## src/rtl/offset_gen.sv

```systemverilog
// Immediate extractor/extender feeding the offset operand latch through a 2-entry valid/ready buffer.
// Optional build macro OFFSET_HALFWORD_SCALE_EN: formats 00 and 10 are shifted left by one after extension.
module offset_gen #(
    parameter int WIDTH = 16,
    parameter int DEPTH = 2
) (
    input  logic             clk,
    input  logic             rst_n,
    input  logic [WIDTH-1:0] instr,
    input  logic [1:0]       fmt,
    input  logic             in_valid,
    output logic             in_ready,
    output logic [WIDTH-1:0] offset_out,
    output logic             out_valid,
    input  logic             out_ready,
    output logic [7:0]       accept_cnt
);

    logic [1:0]       count_reg, count_next;
    logic             wr_ptr_reg, rd_ptr_reg;
    logic [WIDTH-1:0] entry_reg [DEPTH];
    logic [7:0]       accept_cnt_reg;
    logic [WIDTH-1:0] ext_value;
    logic             push, pop;

    // Upper instruction bits never carry immediate data.
    logic unused_instr_bits;
    assign unused_instr_bits = ^instr[WIDTH-1:11];

    always_comb begin
        ext_value = '0;
        case (fmt)
            2'b00:   ext_value = {{8{instr[7]}}, instr[7:0]};
            2'b01:   ext_value = {{12{instr[3]}}, instr[3:0]};
            2'b10:   ext_value = {{5{instr[10]}}, instr[10:0]};
            default: ext_value = {8'h00, instr[7:0]};
        endcase
`ifdef OFFSET_HALFWORD_SCALE_EN
        if (fmt == 2'b00 || fmt == 2'b10)
            ext_value = {ext_value[WIDTH-2:0], 1'b0};
`endif
    end

    // Handshakes depend only on registered count, never on in_valid/out_ready.
    assign in_ready   = (count_reg != 2'(DEPTH));
    assign out_valid  = (count_reg != 2'd0);
    assign push       = in_valid && in_ready;
    assign pop        = out_valid && out_ready;
    assign offset_out = entry_reg[rd_ptr_reg];
    assign accept_cnt = accept_cnt_reg;

    always_comb begin
        count_next = count_reg;
        case ({push, pop})
            2'b10:   count_next = count_reg + 2'd1;
            2'b01:   count_next = count_reg - 2'd1;
            default: count_next = count_reg;
        endcase
    end

    always_ff @(posedge clk or negedge rst_n) begin
        if (!rst_n) begin
            count_reg      <= 2'd0;
            wr_ptr_reg     <= 1'b0;
            rd_ptr_reg     <= 1'b0;
            accept_cnt_reg <= 8'd0;
        end else begin
            count_reg <= count_next;
            if (push) begin
                wr_ptr_reg     <= ~wr_ptr_reg;
                accept_cnt_reg <= accept_cnt_reg + 8'd1;
            end
            if (pop)
                rd_ptr_reg <= ~rd_ptr_reg;
        end
    end

    for (genvar gi = 0; gi < DEPTH; gi++) begin : g_entry
        always_ff @(posedge clk or negedge rst_n) begin
            if (!rst_n)
                entry_reg[gi] <= '0;
            else if (push && (wr_ptr_reg == 1'(gi)))
                entry_reg[gi] <= ext_value;
        end
    end

endmodule

```

## config.mk

```make
export PLATFORM = sky130hd
export DESIGN_NAME = offset_gen
export DESIGN_NICKNAME = d
export VERILOG_FILES = /design/src/rtl/offset_gen.sv
export SDC_FILE = /design/constraint.sdc
export NUM_CORES = 1
export LEC_CHECK = 0
export ABC_AREA = 0
export BUFFER_PORTS_ARGS = -buffer_cell sky130_fd_sc_hd__buf_4
export CORE_ASPECT_RATIO = 1.25
export CORE_MARGIN = 1.5
export CORE_UTILIZATION = 44
export DETAILED_ROUTE_END_ITERATION = 7
export MAX_ROUTING_LAYER = met4
export PLACE_DENSITY = 0.77
export SYNTH_ARGS = -nofsm -noshare
export SYNTH_HDL_FRONTEND = slang
export SYNTH_SLANG_ARGS = --single-unit
export TNS_END_PERCENT = 20
```

## constraint.sdc

```tcl
create_clock -name clk -period 1.8 [get_ports clk]
set_clock_uncertainty 0.15 [all_clocks]
set_input_delay 0.36 -clock clk [delete_from_list [all_inputs] [get_ports clk]]
set_output_delay 0.36 -clock clk [all_outputs]
set_load 0.03 [all_outputs]
```

Yosys cells after proc, flatten, opt, wreduce, memory -nomap -nowiden. Cells that the tools add are included.

Add/subtract/negate cells: 3. Order comparisons: 1. Equal/unequal tests: 5. Mux-type cells: 5. Bitwise gates (word level): 3. Reductions and logical operators: 7.

Operators with widths (number): $mux 16 (3); $pmux 16 s3 (1); $add 8x1->8 const B (1); $eq 2x1->1 const B (2); $eq 2x2->1 const B (2); $logic_and 1x1->1 (4); $pmux 2 s2 (1); $reduce_bool 2->1 (2); $add 2x1->2 const B (1); $ge 2x2->1 const B (1); $logic_not 2->1 (1); $ne 2x2->1 const B (1); $not 1->1 (2); $not 1->2 (1); $sub 2x1->2 const B (1).

Bits in registers: 44. Word-level logic and storage cells: 30.

Longest topological paths before layout. Gate-level depths: netlist (run 1).

Depth in word-level cells: 4. Mapped depth: 7. Mapped depth without buffers: 7.

Worst setup path before layout (run 1). OpenSTA, ideal clock, no wires.

Path kind: flip-flop to flip-flop. Start: register count_reg[0]. End: register count_reg[1]. Arrival: 1.540 ns. Required time: 1.525 ns. Slack: -0.015 ns. Cell stages (with the launch flop): 7. Period minus slack after synthesis: 1.815 ns. Cells stage by stage: dfrtp_1 > or2_2 > and2_1 > ha_1 > xnor2_1 > nor2_1 > xor2_1.

Longest elaborated chain between the ends: 4. Elaborated cells between the ends (all ways): 10. Classes of those cells: add/sub: 2; eq/ne: 3; mux: 1; reduce/logical: 4.

RTL lines: start, declared (line 19) `logic [1:0] count_reg, count_next;`; start signal, assigned (line 68) `count_reg <= count_next;`; $reduce_bool 2->1 (*) (line 46) `assign out_valid = (count_reg != 2'd0);`; net out_valid (line 14) `output logic out_valid,`; $logic_and 1x1->1 (*) (line 48) `assign pop = out_valid && out_ready;`; net pop (line 24) `logic push, pop;`; $eq 2x1->1 or $eq 2x2->1 (tied branches) (line 54) `case ({push, pop})`; $pmux 2 s2 or $reduce_bool 2->1 (tied branches).

Mark *: on every way through the listed nets, which the timed path passes. The rest lies on a longest branch. A chain may end at the register's enable or synchronous reset.

Worst setup path in the final report (run 1).
Start: register rd_ptr_reg. End: output port offset_out[5].

Longest elaborated chain between the ends: 4.

RTL lines: start, declared (line 20) `logic wr_ptr_reg, rd_ptr_reg;`; start signal, assigned (line 74) `rd_ptr_reg <= ~rd_ptr_reg;`; $not 1->2 (not written as such) (line 49) `assign offset_out = entry_reg[rd_ptr_reg];`; $mux 16 (not written as such) (3 in a row) (line 49); end, declared (line 13) `output logic [WIDTH-1:0] offset_out,`.

No other way between the ends. The select of a mux whose other input is x is not followed.

==> flow_metrics.py, run 1 <==
metrics = {
    "pwr": {
        "swShare": 0.400,
        "power.leakage_uw": 0.00107,
        "power_frac_comb": 0.582,
        "power_density_mw_per_mm2": 2150,
        "power_uw": 4760,
        "pwr-share-seq": 0.297,
        "power_switching_uw": 1900,
        "internal_power_uw": 2850,
        "peakVddDrop_mv": 1.19,
        "p_clk_frac": 0.120,
    },
    "finish": {
        "diodes": 0,
        "drive_above_1_share": 0.552,
        "seqCellArea_um2": 852,
        "final_common_cell": "buf_4",
        "syn_to_final_growth_pct": 30.2,
        "multi_input_area_um2": 791,
        "fin_util": 0.589,
        "final_cell_mix": "35 x buf_4, 33 x dfrtp_1, 19 x mux2_2",
        "nFillCells": 322,
        "layout.nets": 195,
        "largest_reg_flops": 22,
    },
    "logic_synthesis": {
        "syn_nets": 147,
        "seq_area_frac_synth": 0.501,
        "synth_warnings": 0,
        "synth.distinct_cells": 29,
        "synth_top_area_cell": "dfrtp_1",
        "synth_area_mm2": 0.00170,
        "ys_top_cells_by_area": "dfrtp_1 50%, mux2_2 16%, mux2_4 8.8%, xnor2_1 4.1%, buf_4 2.7%",
        "synth_cells": 123,
        "ys_ff_latch": 34,
        "avgSynthCellArea_um2": 13.8,
        "synth_top_area_frac": 0.501,
    },
    "clock_tree": {
        "cts.sinks": 34,
        "cts_buffer_depth": 2,
        "clk_latency_ns": 0.29,
        "path_clk_slew_ns": 0.07,
        "cts_root_buf": "clkbuf_8",
        "tritoncts": "yes",
        "cts_buffers": 5,
        "htreeDepth": 2,
    },
    "global_routing": {
        "antenna_found_initial": 0,
        "grt_pass1_wl_mm": 5.25,
        "grt_max_degree": 35,
        "grt_pass1_vias": 1166,
        "track_usage": 0.174,
        "overflow": 0,
    },
    "timing": {
        "worst_slew_pin_slew_ns": 0.422,
        "worst_slack_ns": -0.0238,
        "hold_violations": 0,
        "slew_headroom": 0.719,
        "drv_slew": 0,
        "setup_violations": 10,
        "period_share": 1.01,
        "rsz0062_at_grt": "yes",
        "fmax_mhz": 548,
        "period_needed_ns": 1.82,
    },
    "die": {
        "io_pins": 48,
        "chipWidth_um": 58.5,
        "core_area_mm2": 0.00375,
        "rows": 25,
        "initial_utilization": 0.452,
        "die_area_mm2": 0.00424,
        "die_y_um": 72.4,
    },
    "status": {
        "outcome": "finished with violations",
        "violations": "setup timing",
    },
    "setup_path": {
        "path_cells": "buf_6 -> mux2_4 -> buf_6",
        "worstPathMaxFanout": 4,
        "critical_path_class": "register to output pin",
        "crit_family": "flip-flops",
        "worst_setup_path_start_kind": "register",
        "slowest_delay_ns": 0.44,
        "cp_common_cell": "buf_6",
        "critPathCaptureType": "output pin",
        "crit_slowest_cell": "dfrtp_2",
        "cp.required_ns": 1.29,
        "critPathArrivalTime_ns": 1.31,
        "path_buf_inv": 2,
    },
    "routing": {
        "drtIter0Drc": 60,
        "drc": 0,
        "drt-wirelength-per-cell_um": 15.1,
        "vias": 1121,
        "drtAntennaViolNets": 0,
        "routed_wirelength_mm": 3.20,
        "vias_per_cell": 5.29,
        "dr.pass1.iters": 4,
    },
    "place": {
        "post-place-ws_ns": 0.0604,
        "dp_hpwl_mm": 2.28,
        "gp_congestion": 0.753,
        "numPortBuffers": 42,
    },
    "job": {
        "drv_cap": 0,
    },
    "min_path": {
        "worstHoldPathType": "input port to register",
    },
}
## layout make-up
class                      count  share of cell area
clock buffer                   7              0.0391
clock inverter                 1             0.00227
inverter                       1             0.00283
multi-input combinational     80               0.358
sequential                    34               0.386
tap                           40              0.0227
timing repair buffer          49               0.190
## logic make-up after synthesis
logic type / synth area share
muxes: 0.254
DFF: 0.501
and+or+nand+nor: 0.0966
xor gates and xnor gates: 0.0619
buffers and inverters: 0.0450
AOI/OAI and AO/OA: 0.0265
adders and majority gates: 0.0147
## worst reg2reg max path, delay by kind of cell (launching register included)
family / cells / cell delay (ns)
xor gates and xnor gates: 1 / 0.15
adders and majority gates: 1 / 0.30
DFF: 1 / 0.44
and+or+nand+nor: 3 / 0.61
## Yosys cell counts
library cell,n
a21o_1,4
and2_1,2
and3_1,1
and3_4,1
and3b_1,1
and4_1,1
buf_12,1
buf_2,1
buf_4,6
dfrtp_1,34
ha_1,2
inv_4,1
mux2_2,24
mux2_4,10
mux2i_1,1
nand2_1,3
nand2b_1,1
nand3_1,2
nand3b_1,3
nand4_1,3
nor2_1,1
nor2b_4,1
nor3_1,1
nor3b_2,1
nor4_1,1
o21ai_0,3
or2_2,1
xnor2_1,8
xor2_1,4
## through the flow
step	setup TNS (ns)	std cells	hold slack, ns	instance area (µm²)
final	-0.147	212	0.159	2210
after global placement	0	202	0.170	2030
after floorplan	0	123	-0.0856	1700
after global routing	-0.591	212	0.154	2210
after CTS	-0.419	212	0.151	2200
after detailed placement	0	202	0.176	2030
## worst paths after layout
kind | startpoint | endpoint | slack, ns | cells past startpoint
max in group asynchronous | rst_n | rd_ptr_reg | 0.76 | 2
hold / removal | instr[1] | entry_reg[1] | 0.16 | 2
setup / recovery | rd_ptr_reg | offset_out[5] | -0.02 | 3
setup reg to reg | count_reg[0] | count_reg[1] | 0.07 | 5
min in group asynchronous | rst_n | entry_reg[22] | 0.39 | 2
hold reg to reg | accept_cnt[7] | accept_cnt[7] | 0.32 | 1
## repair_timing
action | CTS | global route
hold buffers | 1 | 0
endpoints found under the hold margin | 34 | 0
setup endpoints to repair | 16 | 16
gates resized for setup | 16 | 3
pin swaps | 0 | 0
buffers inserted | 1 | 0
## per-layer routing
metal / up-vias / GRT usage / part of all wire
met3: 5 / 0.0517 / 0.061
li1: 522 / - / -
met1: 556 / 0.191 / 0.41
met4: 0 / 0.0698 / 0.015
met2: 38 / 0.291 / 0.52
met5: - / - / 0
## power groups by stage
stage | clock [µW] | sequential, µW | combinational, µW
after floorplan | 0 | 1460 | 1790
after global placement | 0 | 1380 | 2510
after detailed placement | 0 | 1410 | 2550
after CTS | 592 | 1410 | 2760
after global routing | 615 | 1470 | 2930
final | 572 | 1410 | 2770
(Power assumes the default switching activity.)
==> inputs of run 2 (changes only) <==
- CORE_MARGIN: 1.5 -> not set
- SKIP_CTS_REPAIR_TIMING: not set -> 1
==> run 2 against run 1 <==
Fmax up 0.37%. Critical endpoint is now offset_out[11]. Critical path depth unchanged. Hold slack better by 0.0061 ns. The run ends with DRC, setup timing left. Final area down 0.28%. Largest power group unchanged. Clock power down 4.2%. Critical path type unchanged. Sequential power about the same.
==> flow_metrics.py, run 2 (synthesis gave the netlist of run 1 again) <==
metrics = {
    "status": {
        "outcome": "finished with violations",
        "violations": "DRC, setup timing",
    },
    "finish": {
        "syn_to_final_growth_pct": 29.9,
        "layout.nets": 194,
        "diodes": 0,
        "largest_reg_flops": 22,
        "final_cell_mix": "33 x dfrtp_1, 29 x buf_4, 21 x mux2_2",
        "drive_above_1_share": 0.550,
        "final_common_cell": "dfrtp_1",
    },
    "min_path": {
        "holdPathStages": 2,
        "hold_start": "instr[2]",
        "hold_end": "entry_reg[2]",
        "worstHoldPathType": "input port to register",
    },
    "clock_tree": {
        "cts.sinks": 34,
        "cts_buffers": 5,
        "path_clk_slew_ns": 0.07,
        "clk_latency_ns": 0.28,
        "cts_root_buf": "clkbuf_8",
        "tritoncts": "yes",
        "cts_buffer_depth": 2,
        "htreeDepth": 2,
    },
    "timing": {
        "hold_violations": 0,
        "worst_slack_ns": -0.0171,
        "period_share": 1.01,
        "worst_slew_pin_slew_ns": 0.420,
        "setup_violations": 11,
        "hold_slack_ns": 0.166,
        "period_needed_ns": 1.82,
        "fmax_mhz": 550,
        "finalSetupTns_ns": -0.114,
        "drv_slew": 0,
        "slew_headroom": 0.720,
        "rsz0062_at_grt": "yes",
    },
    "setup_path": {
        "slowest_delay_ns": 0.40,
        "crit_slowest_cell": "dfrtp_1",
        "critPathArrivalTime_ns": 1.31,
        "crit_family": "flip-flops",
        "r2r_end": "count_reg[1]",
        "r2r-start": "count_reg[0]",
        "r2r_setup_slack_ns": 0.09,
        "critical_path_class": "register to output pin",
        "reg2reg_depth": 5,
        "path_buf_inv": 2,
        "cp_common_cell": "buf_6",
        "critPathCaptureType": "output pin",
        "worst_setup_path_start_kind": "register",
        "path_cells": "buf_6 -> mux2_4 -> buf_6",
        "cp.required_ns": 1.29,
        "worstPathMaxFanout": 6,
    },
    "job": {
        "drv_cap": 0,
    },
    "routing": {
        "vias": 1116,
        "drtIter0Drc": 36,
        "routed_wirelength_mm": 3.18,
        "drc": 5,
        "dr.pass1.iters": 6,
        "drt-wirelength-per-cell_um": 15.3,
        "drtAntennaViolNets": 0,
        "vias_per_cell": 5.37,
    },
    "global_routing": {
        "track_usage": 0.182,
        "overflow": 0,
        "grt_pass1_vias": 1198,
        "grt_max_degree": 35,
        "grt_pass1_wl_mm": 5.53,
        "antenna_found_initial": 0,
    },
    "place": {
        "numPortBuffers": 42,
        "gp_congestion": 0.766,
        "dp_hpwl_mm": 2.26,
        "post-place-ws_ns": 0.0765,
    },
    "pwr": {
        "power_density_mw_per_mm2": 2160,
        "power.leakage_uw": 0.00105,
        "peakVddDrop_mv": 1.11,
    },
    "die": {
        "initial_utilization": 0.475,
        "die_y_um": 71.4,
        "io_pins": 48,
        "chipWidth_um": 57.5,
        "die_area_mm2": 0.00411,
        "core_area_mm2": 0.00357,
        "rows": 24,
    },
}
## run 2: changes by cell type in the layout (fill, tap and decap cells not counted), sizes merged
| cell | change |
|---|---|
| buf | -1 |
| clkbuf | -1 |
| clkinv | -1 |
## run 2: through the flow
step | util | cell area (µm²) | instances | total power [µW]
after floorplan | - | 1700 | 123 | 3260
after global routing | 0.617 | 2200 | 208 | 5030
after CTS | 0.589 | 2110 | 206 | 4520
after detailed placement | 0.566 | 2020 | 200 | 3950
final | 0.617 | 2200 | 208 | 4750
after global placement | 0.566 | 2020 | 200 | 3870
## run 2: how the worst max path moves through the flow
stage / start / to / slack, ns / cells past startpoint
floorplan: rd_ptr_reg / offset_out[11] / 0.06 / 3
global route: rd_ptr_reg / offset_out[10] / -0.06 / 3
CTS: rd_ptr_reg / offset_out[7] / -0.05 / 3
detailed placement: count_reg[0] / count_reg[1] / 0.08 / 6
finish: rd_ptr_reg / offset_out[11] / -0.02 / 3
global placement: count_reg[0] / count_reg[1] / 0.12 / 6
## run 2: cell type report
| class | count | area [µm²] |
|---|---|---|
| multi-input combinational | 80 | 783 |
| clock buffer | 6 | 82.6 |
| sequential | 34 | 852 |
| inverter | 1 | 6.26 |
| tap | 39 | 48.8 |
| fill | 299 | 1370 |
| timing repair buffer | 48 | 430 |
## run 2: metal layers
metal	GRT usage	routed length [µm]	vias to the layer above	share of wire
li1	-	-	524	-
met1	0.217	1370	550	0.43
met2	0.296	1550	36	0.49
met3	0.0560	218	6	0.069
met4	0.0488	41	0	0.013
met5	-	0	-	0
## run 2: where the power goes
group / internal, µW / switching, µW
sequential: 1130 / 267
clock: 295 / 254
combinational: 1430 / 1380
total: 2860 / 1900
